--- src/rtl/fir_pkg.sv ---
// rtl/fir_pkg.sv - shared constants and result-entry layout for the FIR result path
//
// Purpose : default stream width / FIFO depth for FIR result buffering, and
//           the packed {tlast, tdata} entry layout used by the result FIFO.
// Ports   : none (package)

package fir_pkg;

  // Default AXI-Stream tdata width of the FIR result stream.
  localparam int FIR_DATA_WIDTH = 32;

  // Default log2 of the result FIFO depth (16 entries).
  localparam int FIR_DEPTH_LOG2 = 4;

  // One stored result beat; tlast sits above tdata so the frame marker
  // travels bit-exact with its sample.
  typedef struct packed {
    logic                      tlast;
    logic [FIR_DATA_WIDTH-1:0] tdata;
  } fir_entry_t;

endpackage

--- src/rtl/fir_result_fifo.sv ---
// rtl/fir_result_fifo.sv - first-word-fall-through FIFO for FIR result beats
//
// Purpose : buffers signed FIR results (with tlast) between the FIR core's
//           stream-master output and a downstream stream consumer.
// Optional: FIR_RESULT_FIFO_STATS_EN adds frame and stall counters.
//
// Ports
//   aclk, areset                  clock, synchronous active-high reset
//   in_ss_tvalid/tdata/tlast      upstream beat from the FIR core
//   out_ss_tready                 FIFO can accept a beat (= !out_full)
//   in_sm_tready                  downstream accepts the head beat
//   out_sm_tvalid/tdata/tlast     head entry (= !out_empty, FWFT)
//   out_level                     occupancy 0..2^DEPTH_LOG2
//   out_empty, out_full           occupancy flags
//   out_frame_cnt (STATS_EN)      popped beats with tlast=1, wrapping
//   out_stall_cnt (STATS_EN)      cycles head valid but not accepted, saturating

module fir_result_fifo
  import fir_pkg::*;
#(
  parameter int pDATA_WIDTH = FIR_DATA_WIDTH,
  parameter int DEPTH_LOG2  = FIR_DEPTH_LOG2
) (
  input  logic                   aclk,
  input  logic                   areset,
  input  logic                   in_ss_tvalid,
  input  logic [pDATA_WIDTH-1:0] in_ss_tdata,
  input  logic                   in_ss_tlast,
  output logic                   out_ss_tready,
  input  logic                   in_sm_tready,
  output logic                   out_sm_tvalid,
  output logic [pDATA_WIDTH-1:0] out_sm_tdata,
  output logic                   out_sm_tlast,
  output logic [DEPTH_LOG2:0]    out_level,
  output logic                   out_empty,
  output logic                   out_full
`ifdef FIR_RESULT_FIFO_STATS_EN
  ,
  output logic [15:0]            out_frame_cnt,
  output logic [15:0]            out_stall_cnt
`endif
);

  localparam int DEPTH = 1 << DEPTH_LOG2;

  // Same {tlast, tdata} layout as fir_entry_t, sized by this instance's width.
  typedef struct packed {
    logic                   tlast;
    logic [pDATA_WIDTH-1:0] tdata;
  } entry_t;

  // Storage is deliberately not reset; the pointers alone define validity.
  entry_t r_mem [DEPTH];

  // One extra MSB over the address distinguishes full from empty.
  logic [DEPTH_LOG2:0]   r_wr_ptr;
  logic [DEPTH_LOG2:0]   r_rd_ptr;

  logic                  w_empty;
  logic                  w_full;
  logic                  w_push;
  logic                  w_pop;
  logic [DEPTH_LOG2-1:0] w_wr_addr;
  logic [DEPTH_LOG2-1:0] w_rd_addr;
  entry_t                w_head;

  assign w_wr_addr = r_wr_ptr[DEPTH_LOG2-1:0];
  assign w_rd_addr = r_rd_ptr[DEPTH_LOG2-1:0];

  assign w_empty = (r_wr_ptr == r_rd_ptr);
  assign w_full  = (r_wr_ptr[DEPTH_LOG2] != r_rd_ptr[DEPTH_LOG2]) &&
                   (w_wr_addr == w_rd_addr);

  // A push is refused while full even if a pop happens in the same cycle,
  // so out_ss_tready never depends on in_sm_tready.
  assign w_push = in_ss_tvalid && !w_full;
  assign w_pop  = in_sm_tready && !w_empty;

  always_ff @(posedge aclk) begin
    if (areset) begin
      r_wr_ptr <= '0;
      r_rd_ptr <= '0;
    end else begin
      if (w_push) begin
        r_wr_ptr <= r_wr_ptr + 1'b1;
      end
      if (w_pop) begin
        r_rd_ptr <= r_rd_ptr + 1'b1;
      end
    end
  end

  always_ff @(posedge aclk) begin
    if (w_push && !areset) begin
      r_mem[w_wr_addr] <= {in_ss_tlast, in_ss_tdata};
    end
  end

  // Head read straight from the array: a beat written at edge N is visible
  // only after that edge, and it cannot change while it is not popped.
  assign w_head = r_mem[w_rd_addr];

  assign out_ss_tready = !w_full;
  assign out_sm_tvalid = !w_empty;
  assign out_sm_tdata  = w_head.tdata;
  assign out_sm_tlast  = w_head.tlast;
  assign out_level     = r_wr_ptr - r_rd_ptr;
  assign out_empty     = w_empty;
  assign out_full      = w_full;

`ifdef FIR_RESULT_FIFO_STATS_EN
  logic [15:0] r_frame_cnt;
  logic [15:0] r_stall_cnt;

  always_ff @(posedge aclk) begin
    if (areset) begin
      r_frame_cnt <= '0;
      r_stall_cnt <= '0;
    end else begin
      if (w_pop && w_head.tlast) begin
        r_frame_cnt <= r_frame_cnt + 16'd1;
      end
      if (!w_empty && !in_sm_tready && (r_stall_cnt != 16'hFFFF)) begin
        r_stall_cnt <= r_stall_cnt + 16'd1;
      end
    end
  end

  assign out_frame_cnt = r_frame_cnt;
  assign out_stall_cnt = r_stall_cnt;
`endif

endmodule

--- config.mk ---
export PLATFORM = sky130hd
export DESIGN_NAME = fir_result_fifo
export DESIGN_NICKNAME = d
export VERILOG_FILES = /design/src/rtl/fir_pkg.sv /design/src/rtl/fir_result_fifo.sv
export SDC_FILE = /design/constraint.sdc
export NUM_CORES = 1
export LEC_CHECK = 0
export CORE_MARGIN = 3
export CORE_UTILIZATION = 50
export CTS_CLUSTER_SIZE = 10
export DETAILED_ROUTE_END_ITERATION = 12
export PLACE_DENSITY = 0.79
export SYNTH_ARGS = -nofsm -noshare
export SYNTH_HDL_FRONTEND = slang
export SYNTH_SLANG_ARGS = --single-unit
--- constraint.sdc ---
create_clock -name aclk -period 5.5 [get_ports aclk]
set_input_delay 1.375 -clock aclk [delete_from_list [all_inputs] [get_ports aclk]]
set_output_delay 1.375 -clock aclk [all_outputs]
set_load 0.05 [all_outputs]
# Yosys cells after proc, flatten, opt, wreduce, memory -nomap -nowiden
# Memory sizes are Yosys's and may differ from the RTL's. A register that Yosys moved wholly into a read port is not among the register bits.
# Index checks and enable logic that the tools add are counted.
# word_totals
mem_bits_ro	0
reg_bits	10
in_bits	37
mem_count	1
ramBits	528
wordCells	20
latchBits	0
# classes
shift	0
mul	0
bitwise	0
order_cmp	0
add_sub_neg	3
n_eq_ne	3
n_reduce_logical	7
n_div	0
mux	4
# mem_list
name	depth	width	read_ports	rd_clocked_by_memory_dff	wr	line_no	text
r_mem	16	33	1	1	1	fir_result_fifo.sv:53	entry_t r_mem [DEPTH];
# op_table
op	count
5-bit by 1-bit adder with 5-bit output, second input constant	2
4-bit 2-to-1 mux	2
5-bit equality test	1
5-bit subtractor	1
4-bit equality test	1
1-bit logical AND	4
1-bit logical NOT	3
1-bit 2-to-1 mux	2
1-bit inequality test	1

# Longest topological paths before layout
# logic_depth
word_depth	7
ltp_mapped	7

# Worst setup path before layout
# No wires, ideal clock.
# synth_path
path_type	reg-to-reg
startpoint	reg r_wr_ptr[0]
endpoint	mem r_mem[0][0] in the netlist's numbering (enable)
setup_slack_ps	1303
t_required_ps	5077
path_buffers	0
period_less_slack_ps	4197
stages_incl_launch_ff	8
setup_time_ps	423
arrival_ps	3774
path_cell_list	dfxtp_1 inv_1 ha_1 nand4_1 nand2b_1 inv_1 or3_1 nor2_1
# synth_via
elab_chain_cells	7
# synth_lines
item	line_no	text
start: declaration	fir_result_fifo.sv:56	logic [DEPTH_LOG2:0] r_wr_ptr;
start signal: assignment	fir_result_fifo.sv:85	r_wr_ptr <= r_wr_ptr + 1'b1;
4-bit equality test	fir_result_fifo.sv:72	(w_wr_addr == w_rd_addr);
1-bit logical AND	fir_result_fifo.sv:71	assign w_full = (r_wr_ptr[DEPTH_LOG2] != r_rd_ptr[DEPTH_LOG2]) &&
1-bit logical NOT	-	
via out_ss_tready	fir_result_fifo.sv:29	output logic out_ss_tready,
1-bit logical AND	fir_result_fifo.sv:76	assign w_push = in_ss_tvalid && !w_full;
1-bit logical AND	fir_result_fifo.sv:94	if (w_push && !areset) begin
1-bit 2-to-1 mux	fir_result_fifo.sv:94	
1-bit 2-to-1 mux (not written as such)	fir_result_fifo.sv:95	r_mem[w_wr_addr] <= {in_ss_tlast, in_ss_tdata};
end: declaration	fir_result_fifo.sv:53	
# The timed path passes the listed nets, and every way through them passes these cells.

==> summary.txt <==
Status
  – Outcome: complete, no violations

Critical path
  – Worst setup path class: register to primary output
  – Top delay family on crit path: buffers and inverters
  – R2R depth: 7
  – CP arrival: 3.29 ns
  – Startpoint types: register
  – Critical Path Slowest Stage Cell: clkdlybuf4s50_1
  – Largest fanout on the critical path: 33
  – Critical Path RT: 4.12 ns
  – Reg-to-reg setup timing slack: 2.12 ns
  – Buf/Inv on CP: 2
  – Reg2reg start: r_wr_ptr[0]
  – RR Endpoint: r_mem[4][14]
  – Crit end category: primary output
  – Max incr delay on CP: 0.71 ns
  – Crit-path cells: buf_4, mux4_2, a22oi_1, nand2_1, clkdlybuf4s50_1

Final layout
  – Design area: 23900 µm²
  – Synth-to-Final Area Change: 16.0%
  – Non-Filler Instances: 1593
  – Final nets: 1084
  – Share of cells above drive strength 1: 0.232

Drt
  – Routed Antenna Nets: 0
  – Drt first pass iters: 6
  – Vias: 9883
  – DRT iter0 DRCs: 1185
  – DRC viols: 0
  – Total Routed Length: 44800 µm
  – Routed len/inst: 28.1 µm
  – Routed vias/inst: 6.20

Clock network
  – Post-CTS setup buffers: 0
  – Clock root buffer: clkbuf_16
  – CTS Hold Bufs: 0
  – TritonCTS Buffers: 60
  – H-tree lvl count: 2
  – Sink Count: 542
  – Clk buf depth: 3
  – CTS clk-pin slew, worst paths: 0.05 ns
  – Worst skew pair latency: 0.61 ns
  – CTS resizes: 0
  – CTS tree: done

Floorplanning
  – Row count: 73
  – Die area: 43600 µm²
  – Initial core utilization: 0.512
  – Core area: 40200 µm²
  – Die H: 209 µm
  – DIE WIDTH: 209 µm
  – I/O pin total: 79

Yosys
  – Synth top cells by count: edfxtp_1, mux4_2, a22oi_1
  – Post-synth EDFFs: 528
  – Register area share after synthesis: 0.785
  – Synth warnings: 0
  – Post-Synthesis Cells: 913
  – Most frequent cell after synthesis: edfxtp_1
  – Synth top area cells: edfxtp_1, mux4_2, a22oi_1, dfxtp_1, nand2_1
  – Ys flop type: edfxtp_1
  – Leading area contributor after synthesis: edfxtp_1
  – Asr flop ratio synth: 0
  – Synth Cell Area: 20600 µm²
  – Yosys cell types: 31
  – Net Count, Synth: 960
  – Share of the synthesized area in the top cell type: 0.771
  – Post-synthesis register bit count: 542
  – Syn_area_per_cell: 22.5 µm²

STA
  – RSZ-0062 raised after global routing: false
  – Rel. slew slack: 0.349
  – Final Hold Fails: 0
  – Final Critical Period: 4.66 ns
  – FMAX: 215 MHz
  – Final setup violation count: 0
  – Max Transition Viols Final: 0
  – TNS Setup: 0 ns
  – Least-Margin Pin Slew: 0.975 ns
  – Worst clock skew: 0.0344 ns
  – Final period util: 0.848

Global route
  – Largest net degree at the start of global routing: 55
  – First-pass GRT wire length: 67400 µm
  – Vias in the first global route: 10.5k
  – Initial antenna violation count: 3
  – GRT Total Usage: 0.209
  – Grt ovf: 0

Worst hold path
  – Worst hold path depth: 2
  – Worst Hold Launch: r_rd_ptr[4]
  – Hold endpoint: r_rd_ptr[4]
  – Hold crit path type: register to register

Flow run
  – Max_cap viols: 0

Power and ir drop
  – Pwr dens: 397 nW/µm²
  – Pleak: 7.33 nW
  – VDD IR max: 306 µV

Place
  – Port Buffers: 78
  – Dpl cells: 1500
  – Final HPWL DP: 22600 µm
  – Area after DPL: 22200 µm²
  – Final Wtd Congestion: 0.721
sequential cells by signal, indices dropped and copies added, names as in the netlist, named ones only:
signal / flops
r_mem: 528
r_rd_ptr: 5
r_wr_ptr: 5
worst max path at each step:
stage	start	to	slack, ns	cells after the start
floorplan	r_wr_ptr[0]	r_mem[0][0]	1.30	7
global placement	register	out_sm_tdata[9]	1.43	5
detailed placement	register	out_sm_tdata[9]	1.42	5
CTS	register	out_sm_tdata[9]	0.76	5
global route	register	out_sm_tdata[8]	0.65	5
finish	register	out_sm_tdata[9]	0.84	5
layout by cell type (no fill, tap or decap), types with 4 or more instances in the layout:
cell / synthesis / final
a21oi_1: 5 / 5
a22oi_1: 66 / 66
buf_4: 1 / 27
clkbuf_1: 21 / 28
clkbuf_16: 0 / 62
clkdlybuf4s50_1: 0 / 78
dfxtp_1: 14 / 12
edfxtp_1: 528 / 528
ha_1: 9 / 9
inv_1: 9 / 9
mux4_2: 132 / 132
nand2_1: 38 / 38
nor2_1: 26 / 9
nor2_4: 0 / 17
o21ai_0: 4 / 4
xnor2_1: 5 / 5
xor2_1: 6 / 6
layout make-up:
| cell class | count | area [µm²] |
|---|---|---|
| inverter | 9 | 33.8 |
| tap | 525 | 657 |
| fill | 2728 | 16300 |
| multi-input combinational | 316 | 4290 |
| clock buffer | 91 | 1670 |
| timing repair buffer | 108 | 1040 |
| antenna | 1 | 2.50 |
| clock inverter | 1 | 16.3 |
| sequential | 542 | 16100 |
where the power goes:
part           total [mW]  switching [mW]  internal, mW
Combinational        1.35           0.751         0.598
Clock                3.52            1.47          2.05
Sequential           4.60          0.0337          4.57
cells by family after synthesis:
logic type / count (synthesis) / synth area share
adders and majority gates: 10 / 0.00645
xor gates and xnor gates: 11 / 0.00468
buffers and inverters: 55 / 0.0141
DFF: 542 / 0.785
and+or+nand+nor: 81 / 0.0168
AOI/OAI and AO/OA: 81 / 0.0284
muxes: 133 / 0.145
metal layers:
metal,part of all wire,global-route usage,up-vias
met5,0.00047,0,-
met1,0.39,0.286,5231
met4,0.028,0.0744,4
met3,0.082,0.0455,83
met2,0.50,0.338,479
li1,-,-,4086
worst reg2reg max path: stages, from the launching register on:
cell,delay [ns]
dfxtp_1,0.40
inv_1,0.14
ha_1,0.33
nand4_1,0.27
nand2b_1,0.33
nand3b_1,0.41
nor2_4,0.88
buf_4,0.31
metrics by stage:
stage | utilization | setup slack [ns] | total power, mW | hold slack (ns)
3_5_place_dp | 0.551 | 1.42 | 6.05 | 0.521
6_report | 0.593 | 0.838 | 9.47 | 0.531
4_1_cts | 0.593 | 0.760 | 9.55 | 0.532
2_1_floorplan | - | 1.30 | 5.69 | 0.485
3_3_place_gp | 0.551 | 1.43 | 6.03 | 0.514
5_1_grt | 0.593 | 0.653 | 9.79 | 0.561
Note: power is estimated with default switching activity, not from simulation.
